<file path="src/rtl/mc_ctrl_fsm.sv">
// Multi-cycle control sequencer for the MIPS-subset CPU.
// Walks each instruction through 3-5 states and decodes datapath mux
// selects and write strobes from the current state (Moore style).
module mc_ctrl_fsm (
    input  logic       CLK,
    input  logic       rst,
    input  logic       run,
    input  logic [5:0] opcode,
    input  logic [5:0] funct,
    input  logic       zero,
    output logic       pc_write,
    output logic       pc_write_cond,
    output logic       ir_write,
    output logic       iord,
    output logic       mem_write,
    output logic       mem_to_reg,
    output logic       reg_dst,
    output logic       reg_write,
    output logic       jal_link,
    output logic       alu_src_a,
    output logic [1:0] alu_src_b,
    output logic [1:0] alu_op,
    output logic [1:0] pc_source,
    output logic       instr_retired,
    output logic       illegal,
    output logic [3:0] state
);

    localparam int unsigned STATE_W = 4;

    typedef enum logic [STATE_W-1:0] {
        FETCH  = 4'd0,
        DECODE = 4'd1,
        MEMADR = 4'd2,
        MEMRD  = 4'd3,
        MEMWB  = 4'd4,
        MEMWR  = 4'd5,
        EXEC   = 4'd6,
        ALUWB  = 4'd7,
        BRANCH = 4'd8,
        ADDIEX = 4'd9,
        ADDIWB = 4'd10,
        JUMP   = 4'd11,
        JALWB  = 4'd12,
        JR     = 4'd13,
        HALT   = 4'd14
    } state_e;

    localparam logic [5:0] OP_RTYPE = 6'b000000;
    localparam logic [5:0] OP_LW    = 6'b100011;
    localparam logic [5:0] OP_SW    = 6'b101011;
    localparam logic [5:0] OP_BEQ   = 6'b000100;
    localparam logic [5:0] OP_ADDI  = 6'b001000;
    localparam logic [5:0] OP_J     = 6'b000010;
    localparam logic [5:0] OP_JAL   = 6'b000011;
    localparam logic [5:0] FN_JR    = 6'b001000;

    state_e state_q;
    state_e state_d;

    // The branch condition is resolved in the datapath, never in this block.
    logic unused_zero;
    assign unused_zero = zero;

    // State register with synchronous reset back to FETCH.
    always_ff @(posedge CLK) begin
        if (rst) begin
            state_q <= FETCH;
        end else begin
            state_q <= state_d;
        end
    end

    // Next-state logic: opcode dispatch in DECODE, lw/sw split in MEMADR.
    always_comb begin
        state_d = state_q;
        case (state_q)
            FETCH:  state_d = run ? DECODE : FETCH;
            DECODE: begin
                case (opcode)
                    OP_LW, OP_SW: state_d = MEMADR;
                    OP_RTYPE:     state_d = (funct == FN_JR) ? JR : EXEC;
                    OP_BEQ:       state_d = BRANCH;
                    OP_ADDI:      state_d = ADDIEX;
                    OP_J:         state_d = JUMP;
                    OP_JAL:       state_d = JALWB;
                    default:      state_d = HALT;
                endcase
            end
            MEMADR: state_d = (opcode == OP_LW) ? MEMRD : MEMWR;
            MEMRD:  state_d = MEMWB;
            EXEC:   state_d = ALUWB;
            ADDIEX: state_d = ADDIWB;
            MEMWB, MEMWR, ALUWB, ADDIWB,
            BRANCH, JUMP, JALWB, JR: state_d = FETCH;
            HALT:   state_d = HALT;
            default: state_d = HALT;
        endcase
    end

    // Output decode from the current state; FETCH strobes are gated by run.
    always_comb begin
        pc_write      = 1'b0;
        pc_write_cond = 1'b0;
        ir_write      = 1'b0;
        iord          = 1'b0;
        mem_write     = 1'b0;
        mem_to_reg    = 1'b0;
        reg_dst       = 1'b0;
        reg_write     = 1'b0;
        jal_link      = 1'b0;
        alu_src_a     = 1'b0;
        alu_src_b     = 2'b00;
        alu_op        = 2'b00;
        pc_source     = 2'b00;
        instr_retired = 1'b0;
        illegal       = 1'b0;
        case (state_q)
            FETCH: begin
                alu_src_b = 2'b01;
                ir_write  = run;
                pc_write  = run;
            end
            DECODE: begin
                alu_src_b = 2'b11;
            end
            MEMADR, ADDIEX: begin
                alu_src_a = 1'b1;
                alu_src_b = 2'b10;
            end
            MEMRD: begin
                iord = 1'b1;
            end
            MEMWB: begin
                mem_to_reg    = 1'b1;
                reg_write     = 1'b1;
                instr_retired = 1'b1;
            end
            MEMWR: begin
                iord          = 1'b1;
                mem_write     = 1'b1;
                instr_retired = 1'b1;
            end
            EXEC: begin
                alu_src_a = 1'b1;
                alu_op    = 2'b10;
            end
            ALUWB: begin
                reg_dst       = 1'b1;
                reg_write     = 1'b1;
                instr_retired = 1'b1;
            end
            ADDIWB: begin
                reg_write     = 1'b1;
                instr_retired = 1'b1;
            end
            BRANCH: begin
                alu_src_a     = 1'b1;
                alu_op        = 2'b01;
                pc_source     = 2'b01;
                pc_write_cond = 1'b1;
                instr_retired = 1'b1;
            end
            JUMP: begin
                pc_source     = 2'b10;
                pc_write      = 1'b1;
                instr_retired = 1'b1;
            end
            JALWB: begin
                pc_source     = 2'b10;
                pc_write      = 1'b1;
                jal_link      = 1'b1;
                reg_write     = 1'b1;
                instr_retired = 1'b1;
            end
            JR: begin
                pc_source     = 2'b11;
                pc_write      = 1'b1;
                instr_retired = 1'b1;
            end
            HALT: begin
                illegal = 1'b1;
            end
            default: begin
            end
        endcase
    end

    assign state = state_q;

endmodule

</file>
<file path="config.mk">
export PLATFORM = sky130hd
export DESIGN_NAME = mc_ctrl_fsm
export DESIGN_NICKNAME = d
export VERILOG_FILES = /design/src/rtl/mc_ctrl_fsm.sv
export SDC_FILE = /design/constraint.sdc
export NUM_CORES = 1
export LEC_CHECK = 0
export ABC_AREA = 1
export CAP_MARGIN = 20
export CORE_MARGIN = 2
export CORE_UTILIZATION = 37
export DETAILED_ROUTE_END_ITERATION = 16
export PLACE_DENSITY = 0.84
export REMOVE_ABC_BUFFERS = 1
export SKIP_LAST_GASP = 1
export SLEW_MARGIN = 15
export SYNTH_ARGS = -nofsm -noshare
export SYNTH_HDL_FRONTEND = slang
export SYNTH_SLANG_ARGS = --single-unit
</file>
<file path="constraint.sdc">
create_clock -name CLK -period 1.8 [get_ports CLK]
set_input_delay 0.27 -clock CLK [delete_from_list [all_inputs] [get_ports CLK]]
set_output_delay 0.27 -clock CLK [all_outputs]
set_load 0.05 [all_outputs]
</file>
-- After elaboration in Yosys (flattened, before gate mapping)
Cells that the tools add are included.
- equality and inequality tests: 21
- order comparisons: 0
- multiply operators: 0
- add/sub/neg operators: 0
- shift-type cells: 0
- bitwise logic cells: 0
- multiplexer cells: 20
- reduce and logical (&&, ||, !) cells: 10
- div/mod/pow operators: 0
- operator list (cell ; count):
    $eq 4x4->1 const B ; 7
    $pmux 4 s7 ; 1
    $pmux 4 s6 ; 1
    $eq 4x3->1 const B ; 4
    $eq 6x2->1 const B ; 2
    $eq 6x4->1 const B ; 2
    $eq 6x6->1 const B ; 2
    $mux 1 ; 12
    $pmux 2 s3 ; 2
    $eq 4x2->1 const B ; 2
    $reduce_or 2->1 ; 4
    $reduce_or 4->1 ; 2
    $reduce_or 8->1 ; 1
    $eq 6x3->1 const B ; 1
    $logic_not 6->1 ; 1
    $eq 4x1->1 const B ; 1
    $logic_not 4->1 ; 1
    $mux 4 ; 1
    $pmux 2 s2 ; 1
    $mux 3 ; 1
    $reduce_or 3->1 ; 1
    $pmux 1 s2 ; 1
- bits in latches: 0
- bits in read-only memories: 0
- register bits after elaboration: 4
- logic and storage cells: 52
- RAM bits: 0
- bits of input ports: 16
- memories kept: 0

-- Depth between registers and ports, before layout
- word-level depth: 4
- mapped depth: 9
- gate-level depth less buffers: 9

-- Worst setup path before layout
Ideal clock, no wire load.
- kind: register to output
- start: register state_q[3] (netlist: state[3])
- end: output port pc_source[0]
- buffers on the path: 0
- data required time: 1530 ps
- stages on the path, launching flop included: 7
- path slack: -832 ps
- data arrival time: 2362 ps
- cell sequence: dfxtp_1 -> inv_1 -> nor2_2 -> inv_2 -> nor2_1 -> inv_1 -> o21ai_0
- longest elaborated chain between the ends: 3
- ends and longest elaborated chain (element ; line ; text):
    start: declaration ; 58 ; state_e state_q;
    start signal: assignment ; 70 ; state_q <= state_d;
    $eq 4x4->1 ; 118 ; case (state_q)
    $reduce_or 2->1 (no source line) ; -- ;
    $pmux 2 s3 * ; 118 ;
    end: declaration ; 23 ; output logic [1:0] pc_source,
Every way passes the cells marked *; elsewhere a longest branch is shown, timed or not.

-- Worst setup path in the final report
- start: register state_q[2] (netlist: state[2])
- end: output port reg_write
- longest elaborated chain between the ends: 3
- ends and longest elaborated chain (element ; line ; text):
    $eq 4x4->1 / $eq 4x3->1 (equally long branches) ; 118 ;
    $reduce_or 4->1 (no source line) * ; -- ;
    $mux 1 * ; 118 ;
    end: declaration ; 18 ; output logic reg_write,
Marks and branches as above.

==> impl_metrics.env <==
export IMPL_status="finished, final reports clean"
export IMPL_ys_types=16
export IMPL_synth_edf_count=0
export IMPL_cp_buffers_inverters=3
export IMPL_port_buffers=36
export IMPL_min_path_type="reg2reg"
export IMPL_crit_family="simple AND/OR/NAND/NOR gates"
export IMPL_period_needed_ps=1720
export IMPL_initial_core_util=0.410
export IMPL_ys_warn_count=0
export IMPL_fmax_mhz=583
export IMPL_n_antenna_cell=0
export IMPL_cts_max_path_buffers=2
export IMPL_fin_util=0.873
export IMPL_postSynthCellCount=110
export IMPL_worst_pin_slew_ps=345
export IMPL_cts_resized=1
export IMPL_worst_setup_path_type="reg2out"
export IMPL_syn_cell_area_um2=547
export IMPL_drive_gt1_frac=0.294
export IMPL_required_ps=1530
export IMPL_wl_met1_um=764
export IMPL_wl_per_cell_um=12.7
export IMPL_ir_drop_mv=0.483
export IMPL_holdBufCountCts=0
export IMPL_rsz0062_at_grt="true"
export IMPL_drtIter0Drc=25
export IMPL_cts_setup_buffers=0
export IMPL_synth_area_top_cells="nor2_1, dfxtp_1, inv_1"
export IMPL_first_pass_iters=4
export IMPL_wl_met3_um=176
export IMPL_skew_ps=2.01
export IMPL_fin_tns_setup_ps=0
export IMPL_setup_viol=0
export IMPL_die_w_um=42.4
export IMPL_maxCapViolCount=0
export IMPL_dp_slack_ps=182
export IMPL_synth_seq_area_share=0.146
export IMPL_clk_pin_slew_worst_paths_ps=40
export IMPL_dieArea_um2=1800
export IMPL_yosys_area_top_type="nor2_1"
export IMPL_crit_path_cell_trace="inv_1 > nor2_1 > inv_2 > nor2_1 > nor2_1 > nand2_1 > buf_12"
export IMPL_place_congestion=0.848
export IMPL_dr_max_layer_used="met4"
export IMPL_worstSkewPairLatency_ps=240
export IMPL_endpoint_kind="output port"
export IMPL_hpwl_um=1780
export IMPL_async_reset_ff_frac=0
export IMPL_syn_avg_cell_area_um2=4.97
export IMPL_clock_sinks=4
export IMPL_largest_reg_flops=4
export IMPL_cts_made_buffers=3
export IMPL_critPathArrivalTime_ps=1450
export IMPL_dr_wl_met2_um=1120
export IMPL_grt_pass1_vias=882
export IMPL_cp_slowest_cell="dfxtp_2"
export IMPL_fillers=76
export IMPL_crit_path_max_fanout=6
export IMPL_routed_wl_um=2130
export IMPL_synth_top_area_share=0.178
export IMPL_slew_viol_final=0
export IMPL_grt_start_max_net_pins=9
export IMPL_powerDensity_nw_per_um2=832
export IMPL_clockRootBuffer="clkbuf_4"
export IMPL_grt_pass1_wl_um=3520
export IMPL_crit_path_frequent_cell="nor2_1"
export IMPL_via_count=905
export IMPL_die_h_um=42.4
export IMPL_yosys_top_cells_count="nor2_1, inv_1, nand2_1"
export IMPL_cts_tree="built"
export IMPL_hold_viol_final=0
export IMPL_fin_nets=171
export IMPL_stdcell_area_um2=1160
export IMPL_post_dp_cell_area_um2=1130
export IMPL_track_usage=0.250
export IMPL_areaGrowthSynthToFinish_pct=113
export IMPL_crit_path_start_kind="flip-flop"
export IMPL_synth_seq_cells=4
export IMPL_synth_ff_type="dfxtp_1"
export IMPL_multi_input_area_um2=384
export IMPL_core_um2=1330
export IMPL_slew_limit_headroom=0.768
export IMPL_synth_most_common_cell="nor2_1"
export IMPL_antenna_found_initial=0
export IMPL_max_stage_delay_ps=400
export IMPL_leakage_uw=0.000570
export IMPL_ant_nets=0
export IMPL_cts_htree_levels=1
export IMPL_vias_per_cell=5.39
export IMPL_grt_ovfl_total=0
export IMPL_finalWorstSetupSlack_ps=84.6
export IMPL_detail_route_drc_violations=0
export IMPL_num_io_pins=38
export IMPL_seqCellArea_um2=85.1
export IMPL_rows=13
export IMPL_period_share=0.953
==> kinds of logic after synthesis <==
logic type             count (synthesis)  share of synthesized area
and+or+nand+nor                       64                      0.513
buffers and inverters                 25                      0.172
AOI/OAI and AO/OA                     17                      0.169
DFF                                    4                      0.146
==> worst register-to-register path, cell delays in order, from the launching register on <==
cell	delay (ps)
dfxtp_2	350
nor2_2	210
inv_2	80
nor2_1	130
nand2_1	110
o21ai_1	110
inv_1	70
a21oi_1	130
==> metrics by stage <==
stage | cells | power (µW) | hold slack (ps)
after floorplan | 110 | 496 | 339
after global placement | 165 | 827 | 674
after detailed placement | 165 | 844 | 698
after CTS | 168 | 965 | 652
after global routing | 168 | 1010 | 680
final | 168 | 969 | 661
==> cell type report <==
class / count / share of cell area
clock buffers: 3 / 0.0193
inverters: 25 / 0.0806
multi-input cells: 81 / 0.330
flip-flops and latches: 4 / 0.0730
well taps: 15 / 0.0161
repair buffers: 40 / 0.481
==> final timing paths <==
check                    to  startpoint  cells after the start  slack, ps
setup / recovery  reg_write    state[2]                      7         80
hold / removal     state[0]    state[3]                      3        660
setup reg to reg   state[0]    state[3]                      7        530
hold reg to reg    state[0]    state[3]                      3        660
==> report_power, final <==
part | total, µW | switching [µW] | internal, µW
Sequential | 136 | 31.2 | 105
Clock | 113 | 38.6 | 74.7
Combinational | 719 | 420 | 299
Total | 969 | 490 | 479
==> placed cells by master (no fill, tap or decap), types with 3 or more instances in the layout <==
| cell type | instances |
|---|---|
| nand3_1 | 10 |
| dfxtp_2 | 4 |
| inv_2 | 4 |
| clkdlybuf4s50_1 | 14 |
| nor2_1 | 26 |
| nand2_1 | 19 |
| buf_4 | 8 |
| a21oi_1 | 5 |
| o21ai_0 | 7 |
| buf_12 | 18 |
| inv_1 | 21 |
| clkbuf_4 | 3 |
| nor2_2 | 3 |
==> layer usage <==
layer | global-route usage | up-vias
met5 | 0 | -
met4 | 0.150 | 0
met2 | 0.471 | 61
met1 | 0.245 | 395
li1 | - | 435
met3 | 0.0517 | 14
Note: power is estimated with default switching activity, not from simulation.
